### config.mk
export PLATFORM = sky130hd
export DESIGN_NAME = program_sayaci_uretici
export DESIGN_NICKNAME = d
export VERILOG_FILES = /design/src/rtl/program_sayaci_uretici.sv
export SDC_FILE = /design/constraint.sdc
export NUM_CORES = 1
export LEC_CHECK = 0
export BUFFER_PORTS_ARGS = -buffer_cell sky130_fd_sc_hd__buf_2
export CORE_MARGIN = 3
export CORE_UTILIZATION = 25
export CTS_CLUSTER_SIZE = 40
export DETAILED_ROUTE_END_ITERATION = 16
export PLACE_DENSITY = 0.45
export SLEW_MARGIN = 20
export SYNTH_ARGS = -nofsm -noshare
export SYNTH_HDL_FRONTEND = slang
export SYNTH_SLANG_ARGS = --single-unit
### constraint.sdc
create_clock -name clk_i -period 2.21 [get_ports clk_i]
set_input_delay 0.221 -clock clk_i [delete_from_list [all_inputs] [get_ports clk_i]]
set_output_delay 0.221 -clock clk_i [all_outputs]
set_load 0.02 [all_outputs]
### src/rtl/program_sayaci_uretici.sv
// Fetch program counter generator: issues the fetch address over a valid/ready handshake,
// selects the next PC from corrections, buffered corrections, predictions or sequential step.
module program_sayaci_uretici #(
  parameter logic [31:0] BASLANGIC_ADRESI = 32'h4000_0000,
  parameter int unsigned ADIM             = 4
) (
  input  logic        clk_i,
  input  logic        rst_i,
  input  logic        durdur_i,
  input  logic        getir_hazir_i,
  input  logic        ongoru_gecerli_i,
  input  logic [31:0] atlanan_ps_i,
  input  logic        duzelt_gecerli_i,
  input  logic [31:0] duzelt_ps_i,
  output logic        getir_gecerli_o,
  output logic [31:0] getir_ps_o,
  output logic        getir_atlandi_o,
  output logic        getir_iptal_o
);

  typedef enum logic [1:0] {
    StSifir  = 2'd0,
    StIste   = 2'd1,
    StDurdur = 2'd2
  } durum_e;

  durum_e      durum_q, durum_d;
  logic [31:0] ps_q, ps_d;
  logic        bekleyen_q, bekleyen_d;
  logic [31:0] bekleyen_ps_q, bekleyen_ps_d;
  logic        iptal_q, iptal_d;

  logic        kabul;
  logic [31:0] sonraki_ps;
  logic        yukle;

  // Outputs are forced to their reset values while reset is held, since the
  // synchronous reset has not yet taken effect on the registers.
  assign getir_gecerli_o = ~rst_i & (durum_q == StIste);
  assign getir_ps_o      = rst_i ? BASLANGIC_ADRESI : ps_q;
  assign getir_iptal_o   = ~rst_i & iptal_q;
  assign kabul           = getir_gecerli_o & getir_hazir_i;
  assign getir_atlandi_o = kabul & ongoru_gecerli_i & ~duzelt_gecerli_i & ~bekleyen_q;

  always_comb begin
    durum_d       = durum_q;
    bekleyen_d    = bekleyen_q;
    bekleyen_ps_d = bekleyen_ps_q;
    iptal_d       = duzelt_gecerli_i;
    sonraki_ps    = ps_q;
    yukle         = 1'b0;

    unique case (durum_q)
      StIste: begin
        if (kabul) begin
          yukle      = 1'b1;
          bekleyen_d = 1'b0;
          durum_d    = durdur_i ? StDurdur : StIste;
          if (duzelt_gecerli_i) begin
            sonraki_ps = duzelt_ps_i;
          end else if (bekleyen_q) begin
            sonraki_ps = bekleyen_ps_q;
          end else if (ongoru_gecerli_i) begin
            sonraki_ps = atlanan_ps_i;
          end else begin
            sonraki_ps = ps_q + 32'(ADIM);
          end
        end else if (duzelt_gecerli_i) begin
          // Address must stay stable while valid is up; park the correction.
          bekleyen_d    = 1'b1;
          bekleyen_ps_d = {duzelt_ps_i[31:1], 1'b0};
        end
      end
      StSifir, StDurdur: begin
        durum_d = durdur_i ? StDurdur : StIste;
        if (duzelt_gecerli_i) begin
          yukle      = 1'b1;
          bekleyen_d = 1'b0;
          sonraki_ps = duzelt_ps_i;
        end else if (bekleyen_q) begin
          yukle      = 1'b1;
          bekleyen_d = 1'b0;
          sonraki_ps = bekleyen_ps_q;
        end
      end
      default: durum_d = StSifir;
    endcase

    ps_d = yukle ? {sonraki_ps[31:1], 1'b0} : ps_q;
  end

  always_ff @(posedge clk_i) begin
    if (rst_i) begin
      durum_q       <= StSifir;
      ps_q          <= BASLANGIC_ADRESI;
      bekleyen_q    <= 1'b0;
      bekleyen_ps_q <= '0;
      iptal_q       <= 1'b0;
    end else begin
      durum_q       <= durum_d;
      ps_q          <= ps_d;
      bekleyen_q    <= bekleyen_d;
      bekleyen_ps_q <= bekleyen_ps_d;
      iptal_q       <= iptal_d;
    end
  end

endmodule

---- Yosys cells after proc, flatten, opt, wreduce, memory -nomap -nowiden ----
Index checks and enable logic that the tools add are counted.
storage, ports and cells
  register bits ........................... 66
  latch bits .............................. 0
  memory bits (writable) .................. 0
  ROM bits ................................ 0
  output and inout bits ................... 35
  memories kept ........................... 0
operators by class
  add/subtract/negate cells ............... 1
  multiply operators ...................... 0
  divide/modulo/power cells ............... 0
  order comparisons ....................... 0
  eq/ne operators ......................... 5
  shifts and indexed selects .............. 0
  multiplexer cells ....................... 18
  bitwise logic cells ..................... 10
  reduce and logical (&&, ||, !) cells .... 6
operator list
  kind                                                                   count
  32-bit two-way mux                                                     7
  32-bit case mux with 2 select lines                                    1
  32-bit by 3-bit adder with 32-bit output, second input constant        1
  1-bit bitwise AND                                                      6
  3-bit inequality test, second input constant                           2
  1-bit two-way mux                                                      5
  2-bit two-way mux                                                      2
  1-bit NOT                                                              4
  1-bit case mux with 2 select lines                                     2
  2-bit case mux with 2 select lines                                     1
  4-bit AND reduction                                                    1
  3-bit AND reduction                                                    1
  2-bit by 1-bit equality test with 1-bit output, second input constant  1
  2-bit equality test, second input constant                             1
  2-bit zero test                                                        1
  2-bit inequality test, second input constant                           1
  2-bit AND reduction                                                    1
  2-bit nonzero test                                                     1
  2-bit OR reduction                                                     1

---- Longest topological paths before layout ----
  word-level depth ........................ 6
  mapped depth ............................ 8
  gate-level depth less buffers ........... 6

---- Least setup slack after synthesis ----
Ideal clock, no wire load.
  path kind ............................... register -> register
  start ................................... register ps_q[14]
  end ..................................... register ps_q[29]
  data arrival time ....................... 1.788 ns
  setup slack ............................. 0.319 ns
  cell stages (with the launch flop) ...... 7
  clock period less this slack ............ 1.891 ns
  cells stage by stage .................... dfxtp_1 > clkbuf_2 > nand4_1 > nor4_4 > nand4_2 > xor2_1 > a2111oi_2
between the ends
  cells in the longest elaborated chain, start to end .. 6
RTL lines
  what                                      line  source
  start, declared                           28    logic [31:0] ps_q, ps_d;
  start signal, assigned                    101   ps_q <= ps_d;
  32-bit by 3-bit adder with 32-bit output  66    sonraki_ps = ps_q + 32'(ADIM);
  32-bit two-way mux                        63    end else if (ongoru_gecerli_i) begin
  32-bit two-way mux                        61    end else if (bekleyen_q) begin
  32-bit two-way mux                        59    if (duzelt_gecerli_i) begin
  32-bit two-way mux                        55    if (kabul) begin
  32-bit case mux with 2 select lines       53    unique case (durum_q)
No other way between the ends. The select of a mux whose other input is x is not followed.
A chain may end at the register's enable or synchronous reset.

---- Worst setup path after layout ----
  start ................................... register durum_q[0]
  end ..................................... output port getir_atlandi_o
between the ends
  cells in the longest elaborated chain, start to end .. 6
RTL lines
  what                                            line  source
  start, declared                                 27    durum_e durum_q, durum_d;
  start signal, assigned                          94    durum_q <= StSifir;
  start signal, assigned                          100   durum_q <= durum_d;
  2-bit by 1-bit equality test with 1-bit output  39    assign getir_gecerli_o = ~rst_i & (durum_q == StIste);
  1-bit bitwise AND                               39
  1-bit bitwise AND                               42    assign kabul = getir_gecerli_o & getir_hazir_i;
  1-bit bitwise AND (3 in series)                 43    assign getir_atlandi_o = kabul & ongoru_gecerli_i & ~duzelt_gecerli_i & ~bekleyen_q;
  end, declared                                   17    output logic getir_atlandi_o,
No other way between the ends.

==> out/results.ini <==
[synthesis]
yosys_warnings=0
synth_seq_cells=66
synth_top_family_by_area=simple AND/OR/NAND/NOR gates
syn_nets=659
post_synth_and_or_nand_nor_area_fraction_pct=28.4
synth-compound-area-share_pct=27.7
synth_top_flop_cell=dfxtp_1
muxShareOfSynthArea_pct=2.60
synth_edf_count=0
netlist_area_um2=4280
synth-xor-area-share_pct=3.48
synthArstFlopShare_pct=0
avgSynthCellArea_um2=7.28
synth_adder_area_share_pct=0.292
syn_inst=588
yosys.cell_types.count=65
synth_seq_area_share_pct=30.9

[power_and_ir_drop]
totalPowerFinal_mw=3.43
power_leakage_nw=2.24
p_clk_share_pct=42.5
swShare_pct=29.1
p_per_area_nw_per_um2=623
power_frac_comb_pct=18.8
pwr-share-seq_pct=38.7
internal_power_mw=2.44
switchingPower_mw=0.999
peakVddDrop_mv=0.395

[min_path]
hold_path_class=in2reg
hp-start=durdur_i
hold-path-endpoint=durum_q[0]
hold_depth=2

[route]
drtIter0Drc=363
drtPass1Iterations=4
wl_um=16100
drc=0
postRouteAntennaNets=0
wl_per_cell_um=17.5
viasPerCell=5.08
vias=4671

[clock_tree]
postCtsHoldBufs=0
clk_pin_slew_ps=60
h-tree-depth=3
cts.path.max_buffers=2
cts_buffers=9
clk_root_buffer_cell=clkbuf_16
clkLatencyLatePin_ps=350
post_cts_buffers=0
ctsResizeCount=0
cts.sink_count=66
cts_tree=done

[critical_path]
rrSetupSlack_ps=240
reg2regPathDepth=7
rr_endpoint=ps_q[12]
cp-end-kind=primary output
r2r_start=ps_q[3]
required_ps=1990
crit_path_start_kind=register
arrival_ps=1870
critical_path_class=reg2out
path_max_fanout=7

[die]
row_count=47
fp.dieW_um=137
die-area_um2=18700
fp.dieH_um=137
start_util_pct=25.7
io_pins=105
core_um2=16600

[cells_and_area]
nets=766
ff_latch_area_um2=1320
drive_gt1_share_pct=25.3
layout.cells.non_filler=920
antenna_cells=0
multi_input_area_um2=2700
filler_cell_count=1839
area_growth_pct=28.8

[timing]
relSlewSlack_pct=52.2
finalMaxSlewViolations=0
hold_violations=0
final.setup.tns_ps=0
tightest_slew_ps=713
rsz0062_at_grt=no
finalSetupViolCount=0
max_freq_mhz=479
finalCritPeriodShare_pct=94.5
fin_crit_ps=2090
finClkSkew_ps=10.3

[grt]
grt_pass1_wl_um=24800
grt_max_degree=57
grt-ovfl-total=0
grtUsageTotal_pct=17.3
grt_pass1_vias=4470
antenna_found_initial=0

[run_status]
status=completed

[placed_design]
dp_cells=904
dp_hpwl_um=11900
port-buffer-count=101
gp_congestion=0.803

[run]
maxCapViolCount=0

sequential cells by signal, summed over array words and instances (netlist names):
register       count
bekleyen_ps_q     31
ps_q              31
durum_q            2
bekleyen_q         1
iptal_q            1
layout make-up:
cell class	instances	area share, %
clock inverters	1	0.0908
flip-flops and latches	66	24.0
well taps	220	4.99
clock buffers	15	5.40
inverters	23	1.57
repair buffers	144	15.0
multi-input cells	451	49.0
synth_stat cells (7+ instances only):
master	instances	share of area, %
a21oi_1	56	6.5
a221oi_1	12	2.5
a22oi_1	9	1.6
and3_1	7	1.0
buf_1	8	0.70
clkbuf_1	32	2.8
dfxtp_1	66	31
inv_1	22	1.9
mux2i_1	10	2.3
nand2_1	101	8.9
nand2b_1	10	1.5
nand3_1	12	1.4
nand4_1	11	1.6
nor2_1	24	2.1
nor2b_1	31	4.5
nor3_1	8	0.94
o21ai_0	46	5.4
o22ai_1	10	1.5
xnor2_1	9	1.8
xor2_1	8	1.6
kinds of logic after synthesis:
group / after synthesis
simple gates: 235
compound gates: 186
buf+inv: 71
flops: 66
xor+xnor: 17
mux: 11
fa+ha+maj: 1
other cells: 1
power groups by stage:
stage / sequential, mW / combinational [mW] / clock, mW
2_1_floorplan: 1.33 / 0.392 / 0
3_3_place_gp: 1.35 / 0.643 / 0
3_5_place_dp: 1.35 / 0.644 / 0
4_1_cts: 1.33 / 0.647 / 1.51
5_1_grt: 1.34 / 0.711 / 1.55
6_report: 1.33 / 0.645 / 1.46
placed cells by master (no fill, tap or decap), drive strengths merged, types with 12 or more instances in the layout:
| master | n |
|---|---|
| buf | 144 |
| a21oi | 56 |
| dfxtp | 66 |
| clkbuf | 15 |
| o21ai | 50 |
| nor2 | 24 |
| nand2 | 101 |
| nand4 | 13 |
| nor2b | 31 |
| inv | 22 |
| a221oi | 12 |
| nand3 | 12 |
routing by layer:
metal | GRT usage (%) | wire [um]
met1 | 24.3 | 7520
met2 | 26.5 | 7470
met3 | 3.05 | 953
met4 | 6.32 | 177
met5 | 0 | 0
critical path, stage by stage, from the launching register on:
cell and delay (ps):
dfxtp_1 410, buf_4 160, nor4bb_4 390, and3_1 350, buf_2 210
how the worst max path moves through the flow:
stage,endpoint,cells past startpoint,start
6_report,getir_atlandi_o,4,durum_q[0]
5_1_grt,getir_atlandi_o,4,durum_q[0]
4_1_cts,ps_q[26],5,bekleyen_q
3_5_place_dp,ps_q[26],5,bekleyen_q
3_3_place_gp,ps_q[26],5,bekleyen_q
2_1_floorplan,ps_q[29],6,ps_q[14]
per-stage QoR:
step	area [um^2]	hold slack (ps)	worst slack [ps]	utilization, %
final	5510	80.2	122	33.1
after global routing	5510	85.0	26.0	33.1
after CTS	5510	69.9	60.7	33.1
after detailed placement	5200	440	55.2	31.3
after global placement	5200	441	149	31.3
after floorplan	4280	329	319	-
Note: power is estimated with default switching activity, not from simulation.
